[src/rtl/idex_latch_if.sv]
// ID/EX boundary bundle: decode-side fields and controls in, registered EX-side copies and status out.
interface idex_latch_if #(parameter int unsigned CNT_W = 32);
    // Controls from the hazard unit
    logic              en;
    logic              flush;

    // Decode-stage fields
    logic [5:0]        id_opfunc;
    logic [1:0]        id_RegDst;
    logic [1:0]        id_MemtoReg;
    logic [3:0]        id_ALUOp;
    logic [1:0]        id_ExtOp;
    logic              id_ALUSrc;
    logic              id_RegWEN;
    logic              id_dWENi;
    logic              id_dRENi;
    logic              id_taken;
    logic              id_datomic;
    logic              id_halt;
    logic [4:0]        id_rs;
    logic [4:0]        id_rt;
    logic [4:0]        id_rd;
    logic [4:0]        id_shamt;
    logic [15:0]       id_imm;
    logic [25:0]       id_jaddr;
    logic [31:0]       id_busA;
    logic [31:0]       id_busB;
    logic [31:0]       id_npc;

    // Execute-stage registered copies
    logic [5:0]        ex_opfunc;
    logic [1:0]        ex_RegDst;
    logic [1:0]        ex_MemtoReg;
    logic [3:0]        ex_ALUOp;
    logic [1:0]        ex_ExtOp;
    logic              ex_ALUSrc;
    logic              ex_RegWEN;
    logic              ex_dWENi;
    logic              ex_dRENi;
    logic              ex_taken;
    logic              ex_datomic;
    logic              ex_halt;
    logic [4:0]        ex_rs;
    logic [4:0]        ex_rt;
    logic [4:0]        ex_rd;
    logic [4:0]        ex_shamt;
    logic [15:0]       ex_imm;
    logic [25:0]       ex_jaddr;
    logic [31:0]       ex_busA;
    logic [31:0]       ex_busB;
    logic [31:0]       ex_npc;

    // Status
    logic              ex_valid;
    logic              halted;
    logic [CNT_W-1:0]  icount;

    modport master (
        output en, flush,
        output id_opfunc, id_RegDst, id_MemtoReg, id_ALUOp, id_ExtOp,
        output id_ALUSrc, id_RegWEN, id_dWENi, id_dRENi, id_taken, id_datomic, id_halt,
        output id_rs, id_rt, id_rd, id_shamt, id_imm, id_jaddr,
        output id_busA, id_busB, id_npc,
        input  ex_opfunc, ex_RegDst, ex_MemtoReg, ex_ALUOp, ex_ExtOp,
        input  ex_ALUSrc, ex_RegWEN, ex_dWENi, ex_dRENi, ex_taken, ex_datomic, ex_halt,
        input  ex_rs, ex_rt, ex_rd, ex_shamt, ex_imm, ex_jaddr,
        input  ex_busA, ex_busB, ex_npc,
        input  ex_valid, halted, icount
    );

    modport slave (
        input  en, flush,
        input  id_opfunc, id_RegDst, id_MemtoReg, id_ALUOp, id_ExtOp,
        input  id_ALUSrc, id_RegWEN, id_dWENi, id_dRENi, id_taken, id_datomic, id_halt,
        input  id_rs, id_rt, id_rd, id_shamt, id_imm, id_jaddr,
        input  id_busA, id_busB, id_npc,
        output ex_opfunc, ex_RegDst, ex_MemtoReg, ex_ALUOp, ex_ExtOp,
        output ex_ALUSrc, ex_RegWEN, ex_dWENi, ex_dRENi, ex_taken, ex_datomic, ex_halt,
        output ex_rs, ex_rt, ex_rd, ex_shamt, ex_imm, ex_jaddr,
        output ex_busA, ex_busB, ex_npc,
        output ex_valid, halted, icount
    );
endinterface

[src/rtl/idex_latch.sv]
// ID/EX pipeline register with stall, flush-to-bubble and halt-drain handling,
// plus a counter of valid instructions that entered EX.
module idex_latch #(
    parameter int unsigned CNT_W = 32
) (
    input  logic        CLK,
    input  logic        RST,
    idex_latch_if.slave bus
);

    // Total width of the carried decode fields
    localparam int unsigned FW = 181;

    typedef enum logic [0:0] {
        RUN    = 1'b0,
        HALTED = 1'b1
    } state_t;

    state_t            state, state_nxt;
    logic              load_id;
    logic              load_bubble;
    logic [FW-1:0]     id_f;
    logic [FW-1:0]     ex_q;
    logic              valid_q;
    logic              halted_q;
    logic [CNT_W-1:0]  icount_q;

    assign id_f = {bus.id_opfunc, bus.id_RegDst, bus.id_MemtoReg, bus.id_ALUOp, bus.id_ExtOp,
                   bus.id_ALUSrc, bus.id_RegWEN, bus.id_dWENi, bus.id_dRENi, bus.id_taken,
                   bus.id_datomic, bus.id_halt,
                   bus.id_rs, bus.id_rt, bus.id_rd, bus.id_shamt, bus.id_imm, bus.id_jaddr,
                   bus.id_busA, bus.id_busB, bus.id_npc};

    always_ff @(posedge CLK or posedge RST) begin
        if (RST) state <= RUN;
        else     state <= state_nxt;
    end

    // Flush outranks en, so a squashed halt never reaches HALTED
    always_comb begin
        state_nxt   = state;
        load_id     = 1'b0;
        load_bubble = 1'b0;
        case (state)
            RUN: begin
                if (bus.flush) begin
                    load_bubble = 1'b1;
                end else if (bus.en) begin
                    load_id = 1'b1;
                    if (bus.id_halt) state_nxt = HALTED;
                end
            end
            HALTED: begin
                load_bubble = 1'b1;
            end
        endcase
    end

    always_ff @(posedge CLK or posedge RST) begin
        if (RST) begin
            ex_q     <= '0;
            valid_q  <= 1'b0;
            halted_q <= 1'b0;
            icount_q <= '0;
        end else begin
            if (load_bubble) begin
                ex_q    <= '0;
                valid_q <= 1'b0;
            end else if (load_id) begin
                ex_q     <= id_f;
                valid_q  <= 1'b1;
                icount_q <= icount_q + CNT_W'(1);
            end
            // Registered copy of the next state so halted rises with ex_halt
            halted_q <= (state_nxt == HALTED);
        end
    end

    assign {bus.ex_opfunc, bus.ex_RegDst, bus.ex_MemtoReg, bus.ex_ALUOp, bus.ex_ExtOp,
            bus.ex_ALUSrc, bus.ex_RegWEN, bus.ex_dWENi, bus.ex_dRENi, bus.ex_taken,
            bus.ex_datomic, bus.ex_halt,
            bus.ex_rs, bus.ex_rt, bus.ex_rd, bus.ex_shamt, bus.ex_imm, bus.ex_jaddr,
            bus.ex_busA, bus.ex_busB, bus.ex_npc} = ex_q;

    assign bus.ex_valid = valid_q;
    assign bus.halted   = halted_q;
    assign bus.icount   = icount_q;

endmodule

[src/flat_wrapper.sv]
// flat-port wrapper written by rule: the top's interface ports become plain ports
module idex_latch_flat 
#(
    parameter int unsigned CNT_W = 32
)
  (CLK, RST, bus_en, bus_flush, bus_id_opfunc, bus_id_RegDst, bus_id_MemtoReg, bus_id_ALUOp, bus_id_ExtOp, bus_id_ALUSrc, bus_id_RegWEN, bus_id_dWENi, bus_id_dRENi, bus_id_taken, bus_id_datomic, bus_id_halt, bus_id_rs, bus_id_rt, bus_id_rd, bus_id_shamt, bus_id_imm, bus_id_jaddr, bus_id_busA, bus_id_busB, bus_id_npc, bus_ex_opfunc, bus_ex_RegDst, bus_ex_MemtoReg, bus_ex_ALUOp, bus_ex_ExtOp, bus_ex_ALUSrc, bus_ex_RegWEN, bus_ex_dWENi, bus_ex_dRENi, bus_ex_taken, bus_ex_datomic, bus_ex_halt, bus_ex_rs, bus_ex_rt, bus_ex_rd, bus_ex_shamt, bus_ex_imm, bus_ex_jaddr, bus_ex_busA, bus_ex_busB, bus_ex_npc, bus_ex_valid, bus_halted, bus_icount);
  idex_latch_if #(.CNT_W(CNT_W)) bus_i ();
  input  logic CLK;
  input  logic RST;
  input wire logic [$bits(bus_i.en)-1:0] bus_en;
  input wire logic [$bits(bus_i.flush)-1:0] bus_flush;
  input wire logic [$bits(bus_i.id_opfunc)-1:0] bus_id_opfunc;
  input wire logic [$bits(bus_i.id_RegDst)-1:0] bus_id_RegDst;
  input wire logic [$bits(bus_i.id_MemtoReg)-1:0] bus_id_MemtoReg;
  input wire logic [$bits(bus_i.id_ALUOp)-1:0] bus_id_ALUOp;
  input wire logic [$bits(bus_i.id_ExtOp)-1:0] bus_id_ExtOp;
  input wire logic [$bits(bus_i.id_ALUSrc)-1:0] bus_id_ALUSrc;
  input wire logic [$bits(bus_i.id_RegWEN)-1:0] bus_id_RegWEN;
  input wire logic [$bits(bus_i.id_dWENi)-1:0] bus_id_dWENi;
  input wire logic [$bits(bus_i.id_dRENi)-1:0] bus_id_dRENi;
  input wire logic [$bits(bus_i.id_taken)-1:0] bus_id_taken;
  input wire logic [$bits(bus_i.id_datomic)-1:0] bus_id_datomic;
  input wire logic [$bits(bus_i.id_halt)-1:0] bus_id_halt;
  input wire logic [$bits(bus_i.id_rs)-1:0] bus_id_rs;
  input wire logic [$bits(bus_i.id_rt)-1:0] bus_id_rt;
  input wire logic [$bits(bus_i.id_rd)-1:0] bus_id_rd;
  input wire logic [$bits(bus_i.id_shamt)-1:0] bus_id_shamt;
  input wire logic [$bits(bus_i.id_imm)-1:0] bus_id_imm;
  input wire logic [$bits(bus_i.id_jaddr)-1:0] bus_id_jaddr;
  input wire logic [$bits(bus_i.id_busA)-1:0] bus_id_busA;
  input wire logic [$bits(bus_i.id_busB)-1:0] bus_id_busB;
  input wire logic [$bits(bus_i.id_npc)-1:0] bus_id_npc;
  output wire logic [$bits(bus_i.ex_opfunc)-1:0] bus_ex_opfunc;
  output wire logic [$bits(bus_i.ex_RegDst)-1:0] bus_ex_RegDst;
  output wire logic [$bits(bus_i.ex_MemtoReg)-1:0] bus_ex_MemtoReg;
  output wire logic [$bits(bus_i.ex_ALUOp)-1:0] bus_ex_ALUOp;
  output wire logic [$bits(bus_i.ex_ExtOp)-1:0] bus_ex_ExtOp;
  output wire logic [$bits(bus_i.ex_ALUSrc)-1:0] bus_ex_ALUSrc;
  output wire logic [$bits(bus_i.ex_RegWEN)-1:0] bus_ex_RegWEN;
  output wire logic [$bits(bus_i.ex_dWENi)-1:0] bus_ex_dWENi;
  output wire logic [$bits(bus_i.ex_dRENi)-1:0] bus_ex_dRENi;
  output wire logic [$bits(bus_i.ex_taken)-1:0] bus_ex_taken;
  output wire logic [$bits(bus_i.ex_datomic)-1:0] bus_ex_datomic;
  output wire logic [$bits(bus_i.ex_halt)-1:0] bus_ex_halt;
  output wire logic [$bits(bus_i.ex_rs)-1:0] bus_ex_rs;
  output wire logic [$bits(bus_i.ex_rt)-1:0] bus_ex_rt;
  output wire logic [$bits(bus_i.ex_rd)-1:0] bus_ex_rd;
  output wire logic [$bits(bus_i.ex_shamt)-1:0] bus_ex_shamt;
  output wire logic [$bits(bus_i.ex_imm)-1:0] bus_ex_imm;
  output wire logic [$bits(bus_i.ex_jaddr)-1:0] bus_ex_jaddr;
  output wire logic [$bits(bus_i.ex_busA)-1:0] bus_ex_busA;
  output wire logic [$bits(bus_i.ex_busB)-1:0] bus_ex_busB;
  output wire logic [$bits(bus_i.ex_npc)-1:0] bus_ex_npc;
  output wire logic [$bits(bus_i.ex_valid)-1:0] bus_ex_valid;
  output wire logic [$bits(bus_i.halted)-1:0] bus_halted;
  output wire logic [$bits(bus_i.icount)-1:0] bus_icount;
  assign bus_i.en = bus_en;
  assign bus_i.flush = bus_flush;
  assign bus_i.id_opfunc = bus_id_opfunc;
  assign bus_i.id_RegDst = bus_id_RegDst;
  assign bus_i.id_MemtoReg = bus_id_MemtoReg;
  assign bus_i.id_ALUOp = bus_id_ALUOp;
  assign bus_i.id_ExtOp = bus_id_ExtOp;
  assign bus_i.id_ALUSrc = bus_id_ALUSrc;
  assign bus_i.id_RegWEN = bus_id_RegWEN;
  assign bus_i.id_dWENi = bus_id_dWENi;
  assign bus_i.id_dRENi = bus_id_dRENi;
  assign bus_i.id_taken = bus_id_taken;
  assign bus_i.id_datomic = bus_id_datomic;
  assign bus_i.id_halt = bus_id_halt;
  assign bus_i.id_rs = bus_id_rs;
  assign bus_i.id_rt = bus_id_rt;
  assign bus_i.id_rd = bus_id_rd;
  assign bus_i.id_shamt = bus_id_shamt;
  assign bus_i.id_imm = bus_id_imm;
  assign bus_i.id_jaddr = bus_id_jaddr;
  assign bus_i.id_busA = bus_id_busA;
  assign bus_i.id_busB = bus_id_busB;
  assign bus_i.id_npc = bus_id_npc;
  assign bus_ex_opfunc = bus_i.ex_opfunc;
  assign bus_ex_RegDst = bus_i.ex_RegDst;
  assign bus_ex_MemtoReg = bus_i.ex_MemtoReg;
  assign bus_ex_ALUOp = bus_i.ex_ALUOp;
  assign bus_ex_ExtOp = bus_i.ex_ExtOp;
  assign bus_ex_ALUSrc = bus_i.ex_ALUSrc;
  assign bus_ex_RegWEN = bus_i.ex_RegWEN;
  assign bus_ex_dWENi = bus_i.ex_dWENi;
  assign bus_ex_dRENi = bus_i.ex_dRENi;
  assign bus_ex_taken = bus_i.ex_taken;
  assign bus_ex_datomic = bus_i.ex_datomic;
  assign bus_ex_halt = bus_i.ex_halt;
  assign bus_ex_rs = bus_i.ex_rs;
  assign bus_ex_rt = bus_i.ex_rt;
  assign bus_ex_rd = bus_i.ex_rd;
  assign bus_ex_shamt = bus_i.ex_shamt;
  assign bus_ex_imm = bus_i.ex_imm;
  assign bus_ex_jaddr = bus_i.ex_jaddr;
  assign bus_ex_busA = bus_i.ex_busA;
  assign bus_ex_busB = bus_i.ex_busB;
  assign bus_ex_npc = bus_i.ex_npc;
  assign bus_ex_valid = bus_i.ex_valid;
  assign bus_halted = bus_i.halted;
  assign bus_icount = bus_i.icount;
  idex_latch #(.CNT_W(CNT_W)) u_core (.CLK(CLK), .RST(RST), .bus(bus_i));
endmodule
[config.mk]
export PLATFORM = sky130hd
export DESIGN_NAME = idex_latch_flat
export DESIGN_NICKNAME = d
export VERILOG_FILES = /design/src/rtl/idex_latch_if.sv /design/src/rtl/idex_latch.sv /design/src/flat_wrapper.sv
export SDC_FILE = /design/constraint.sdc
export NUM_CORES = 1
export LEC_CHECK = 0
export CAP_MARGIN = 20
export CELL_PAD_IN_SITES_DETAIL_PLACEMENT = 1
export CELL_PAD_IN_SITES_GLOBAL_PLACEMENT = 1
export CORE_MARGIN = 2
export CORE_UTILIZATION = 28
export CTS_CLUSTER_DIAMETER = 100
export CTS_CLUSTER_SIZE = 8
export DETAILED_ROUTE_END_ITERATION = 16
export PLACE_DENSITY_LB_ADDON = 0.25
export SETUP_SLACK_MARGIN = 0.02
export SLEW_MARGIN = 10
export SYNTH_ARGS = -nofsm -noshare
export SYNTH_HDL_FRONTEND = slang
export SYNTH_SLANG_ARGS = --single-unit
[constraint.sdc]
create_clock -name CLK -period 6.64 [get_ports CLK]
set_input_delay 1.328 -clock CLK [delete_from_list [all_inputs] [get_ports CLK]]
set_output_delay 1.328 -clock CLK [all_outputs]
set_load 0.01 [all_outputs]
* After elaboration in Yosys (flattened, before gate mapping) *
Index checks and enable logic that the tools add are counted.

cells by class
  $add $sub $neg = 1
  muxes and demuxes = 13
  bitwise gates (word level) = 2
  reduce and logical (&&, ||, !) cells = 2

operators by type and width
  kind                                                             number
  181-bit two-way mux                                              2
  32-bit by 1-bit adder with 32-bit output, second input constant  1
  1-bit two-way mux                                                10
  1-bit NOT                                                        2
  1-bit case mux with 2 select lines                               1
  2-bit AND reduction                                              1
  2-bit nonzero test                                               1

storage, ports and cells
  flip-flop bits (word level) = 215
  word-level logic and storage cells = 22

* Logic depth before layout (Yosys ltp) *
  word-level depth = 5
  depth in mapped cells = 6

* Worst setup path after synthesis *
OpenSTA, ideal clock, no wires.

  kind = input-to-reg
  start point = input bus_flush
  end point = register u_core.icount_q[21], in the netlist u_core.bus.icount[21]
  data arrival time = 2.350 ns
  data required time = 6.515 ns
  path slack = 4.164 ns
  stages = 6
  path buffers = 1
  path through = and4bb_1 -> and4_4 -> and3_1 -> buf_6 -> nand4_1 -> xnor2_1

between the ends
  word-level cells in the longest chain between the ends = 4

RTL lines
  what                                      RTL line            text
  start, declared                           flat_wrapper.sv:11  input wire logic [$bits(bus_i.flush)-1:0] bus_flush;
  1-bit two-way mux                         idex_latch.sv:46    if (bus.flush) begin
  1-bit case mux with 2 select lines        idex_latch.sv:44    case (state)
  1-bit NOT (no source line)                n/a
  2-bit AND reduction (no source line) (*)  n/a
  end signal, assigned                      idex_latch.sv:72    icount_q <= icount_q + CNT_W'(1);
  end, declared                             idex_latch.sv:26    logic [CNT_W-1:0] icount_q;

Mark *: on every way between the ends. The rest lies on a longest branch, timed or not.
A chain may end at the register's enable or synchronous reset.

==> metrics <==
outcome=completed; worst slack, placed=just under 3 ns; largest net degree at the start of global routing=between 100 and 150; CP startpoint kind=flop; Peak VDD IR=approximately 0.14 mV; critical-path cell list=clkdlybuf4s50_1; Worst path max stage delay=approximately 0.60 ns; Setup Viol. Count Final=0; Syn Nets=~720; max_cap viols=0; #FFs+latches synth=215; gr ovfl total=0; WL/cell=around 20 um; crit share post-route=~45%; Routed Wire Length=about 26 mm; Setup CP Type=reg -> out; via count=~6200; fillcell total=~2900; Critical Path Slowest Stage Cell=clkdlybuf4s50_1; cell area after layout=13000 um^2; Largest delay share family, worst path=buffers and inverters; post-synthesis mux area share=0.272%; Post-Syn Area per Cell=14.8 um^2; Iteration-0 DRC Markers=around 250; clock skew=approximately 0.014 ns; Final WS setup=3.67 ns; Top FF cell, synth=dfrtp_1; EDFF count, synth=0; YS warnings=0; min-delay worst type=reg -> reg; CP Data Arrival Time=1.64 ns; final core occ=a little under half; DP Area=~12000 um^2; Via density=4.72; WP data required=~5.3 ns; critical path capture point type=output port; CP Buf/Inv Count=1; Post-Synthesis Cells=roughly 530; post-synthesis cell area=just under 8000 um^2; CTS buffer count=30; Die Y=~170 um; hold_sp=u_core.bus.icount[31]; Post-CTS Resized=0; Yosys cell types=29; core area=around 28000 um^2; first-pass GRT wire length=slightly below 40 mm; TritonCTS clock tree=done; DP Wirelength=approximately 18 mm; Num Clock Sinks=215; Post-synth ARST share=100%; RR Endpoint=u_core.ex_q[149]; clock buffer depth=3; largest fanout on the critical path=7; CTS root buf=clkbuf_16; most common cell after layout, fill and taps aside=clkdlybuf4s50_1; vias in the first global route=about 6600; post-route ant nets=0; R2R cell count=3; final hold slack=0.471 ns; Ports=400; leakage power=~5.7 nW; Sum Neg Setup Slack=0 ns; FF-to-FF setup slack=between 4 and 5 ns; PD cells=about 220 nW/um^2; H-tree Lvls=1; Detailed Routing Iterations Pass 1=4; post-synthesis compound-gate area fraction=between 20 and 25%; cts-stage hold buffer count=0; die area=between 20000 and 30000 um^2; # rows=61; slew margin rel.=25.5%; Critical path origin=u_core.state; total track usage=between 10% and 20%; NumNets Final=roughly 1100; largest family of logic cells by synthesized area=compound AO/OA/AOI/OAI gates; # Post-CTS Setup Buffers=0; Fmax=approximately 0.34 GHz; worst slew pin tran=between 1 and 1.5 ns; synthesized-area fraction occupied by adder cells=less than 1%; final hold vios=0; drt drc=0; max-slew violation count=0; Reg2Reg Launch Point=u_core.state; hold depth=1; Initial Util=28.3%; port bufs=399; most frequent cells in the layout=399 x clkdlybuf4s50_1, 215 x dfrtp_1, 180 x a22o_1, 31 x clkbuf_16, 27 x xnor2_1; XOR/XNOR Fraction of Synth Area=3.48%; area grow syn2layout=66.1%; Worst-path clk slew=about 0.05 ns; Worst Hold End=u_core.bus.icount[31]; share of cells above drive strength 1=5.18%; gpl congestion=0.721; worst skew pair latency=0.54 ns; initial antenna violation count=3; Seq/Total Area, Yosys=between 60% and 70%; min Tclk post-route=approximately 3.0 ns; die width=171 um; Post-Synth Simple-Gate Area=4.17%; RSZ-0062 raised after global routing=false
[layer usage]
layer  routed length [um]  global-route usage (%)
met1                10000                    19.9
met4                  515                    4.46
met3                 2950                    7.47
met2                12500                    28.3
met5                   16                       0
[layout make-up]
type                            instances  area, um^2  area share [%]
Multi-Input combinational cell        268        2230            17.2
Sequential cell                       215        5380            41.5
Antenna cell                            2        5.00          0.0386
Clock buffer                           32         779            6.01
Inverter                                5        22.5           0.174
Timing Repair Buffer                  406        4080            31.5
Tap cell                              378         473            3.65
[worst max path at each step]
stage / endpoint / slack, ns / cells past startpoint
after CTS: u_core.bus.icount[1] / 3.54 / 4
after floorplan: u_core.bus.ex_valid / 2.51 / 1
after global placement: u_core.bus.icount[1] / 2.99 / 4
after global routing: bus_halted / 3.60 / 1
final: bus_halted / 3.67 / 1
after detailed placement: u_core.bus.icount[1] / 2.96 / 4
[metrics by stage]
step / std cells / total power, W
3_5_place_dp: 1271 / 0.00154
3_3_place_gp: 1271 / 0.00154
2_1_floorplan: 529 / 0.00139
4_1_cts: 1303 / 0.00291
5_1_grt: 1306 / 0.00297
6_report: 1306 / 0.00286
[cells by family after synthesis]
group / Yosys count
flip-flops: 215
AO/OA/AOI/OAI: 181
AND/OR/NAND/NOR: 53
buffers and inverters: 46
XOR/XNOR: 31
multiplexers: 2
adder cells (fa/ha/maj): 1
[registers in the layout, indices dropped and copies added, names as in the netlist]
| signal | cells |
|---|---|
| u_core.bus.ex_valid | 1 |
| u_core.ex_q | 181 |
| u_core.state | 1 |
| u_core.bus.icount | 32 |
[report_power, final]
| group | switching [W] | leakage (nW) | internal, W |
|---|---|---|---|
| Sequential | 0.0000130 | 2.99 | 0.00132 |
| Clock | 0.000533 | 0.383 | 0.000807 |
| Combinational | 0.0000596 | 2.30 | 0.000121 |
| Total | 0.000605 | 5.67 | 0.00225 |
[Yosys cell counts, types with 2 or more instances]
cell type | n | share of area, %
a22o_1 | 180 | 20
and3_1 | 4 | 0.32
and4_1 | 2 | 0.22
buf_1 | 7 | 0.34
buf_2 | 21 | 1.3
clkbuf_1 | 11 | 0.53
dfrtp_1 | 215 | 69
inv_1 | 5 | 0.24
nand2_1 | 12 | 0.58
nand3_1 | 9 | 0.58
nand4_1 | 10 | 0.80
nor2_1 | 3 | 0.14
nor3_1 | 4 | 0.26
nor3_2 | 2 | 0.26
xnor2_1 | 27 | 3.0
xor2_1 | 4 | 0.45
No activity file was read; power rests on OpenSTA's default activity.
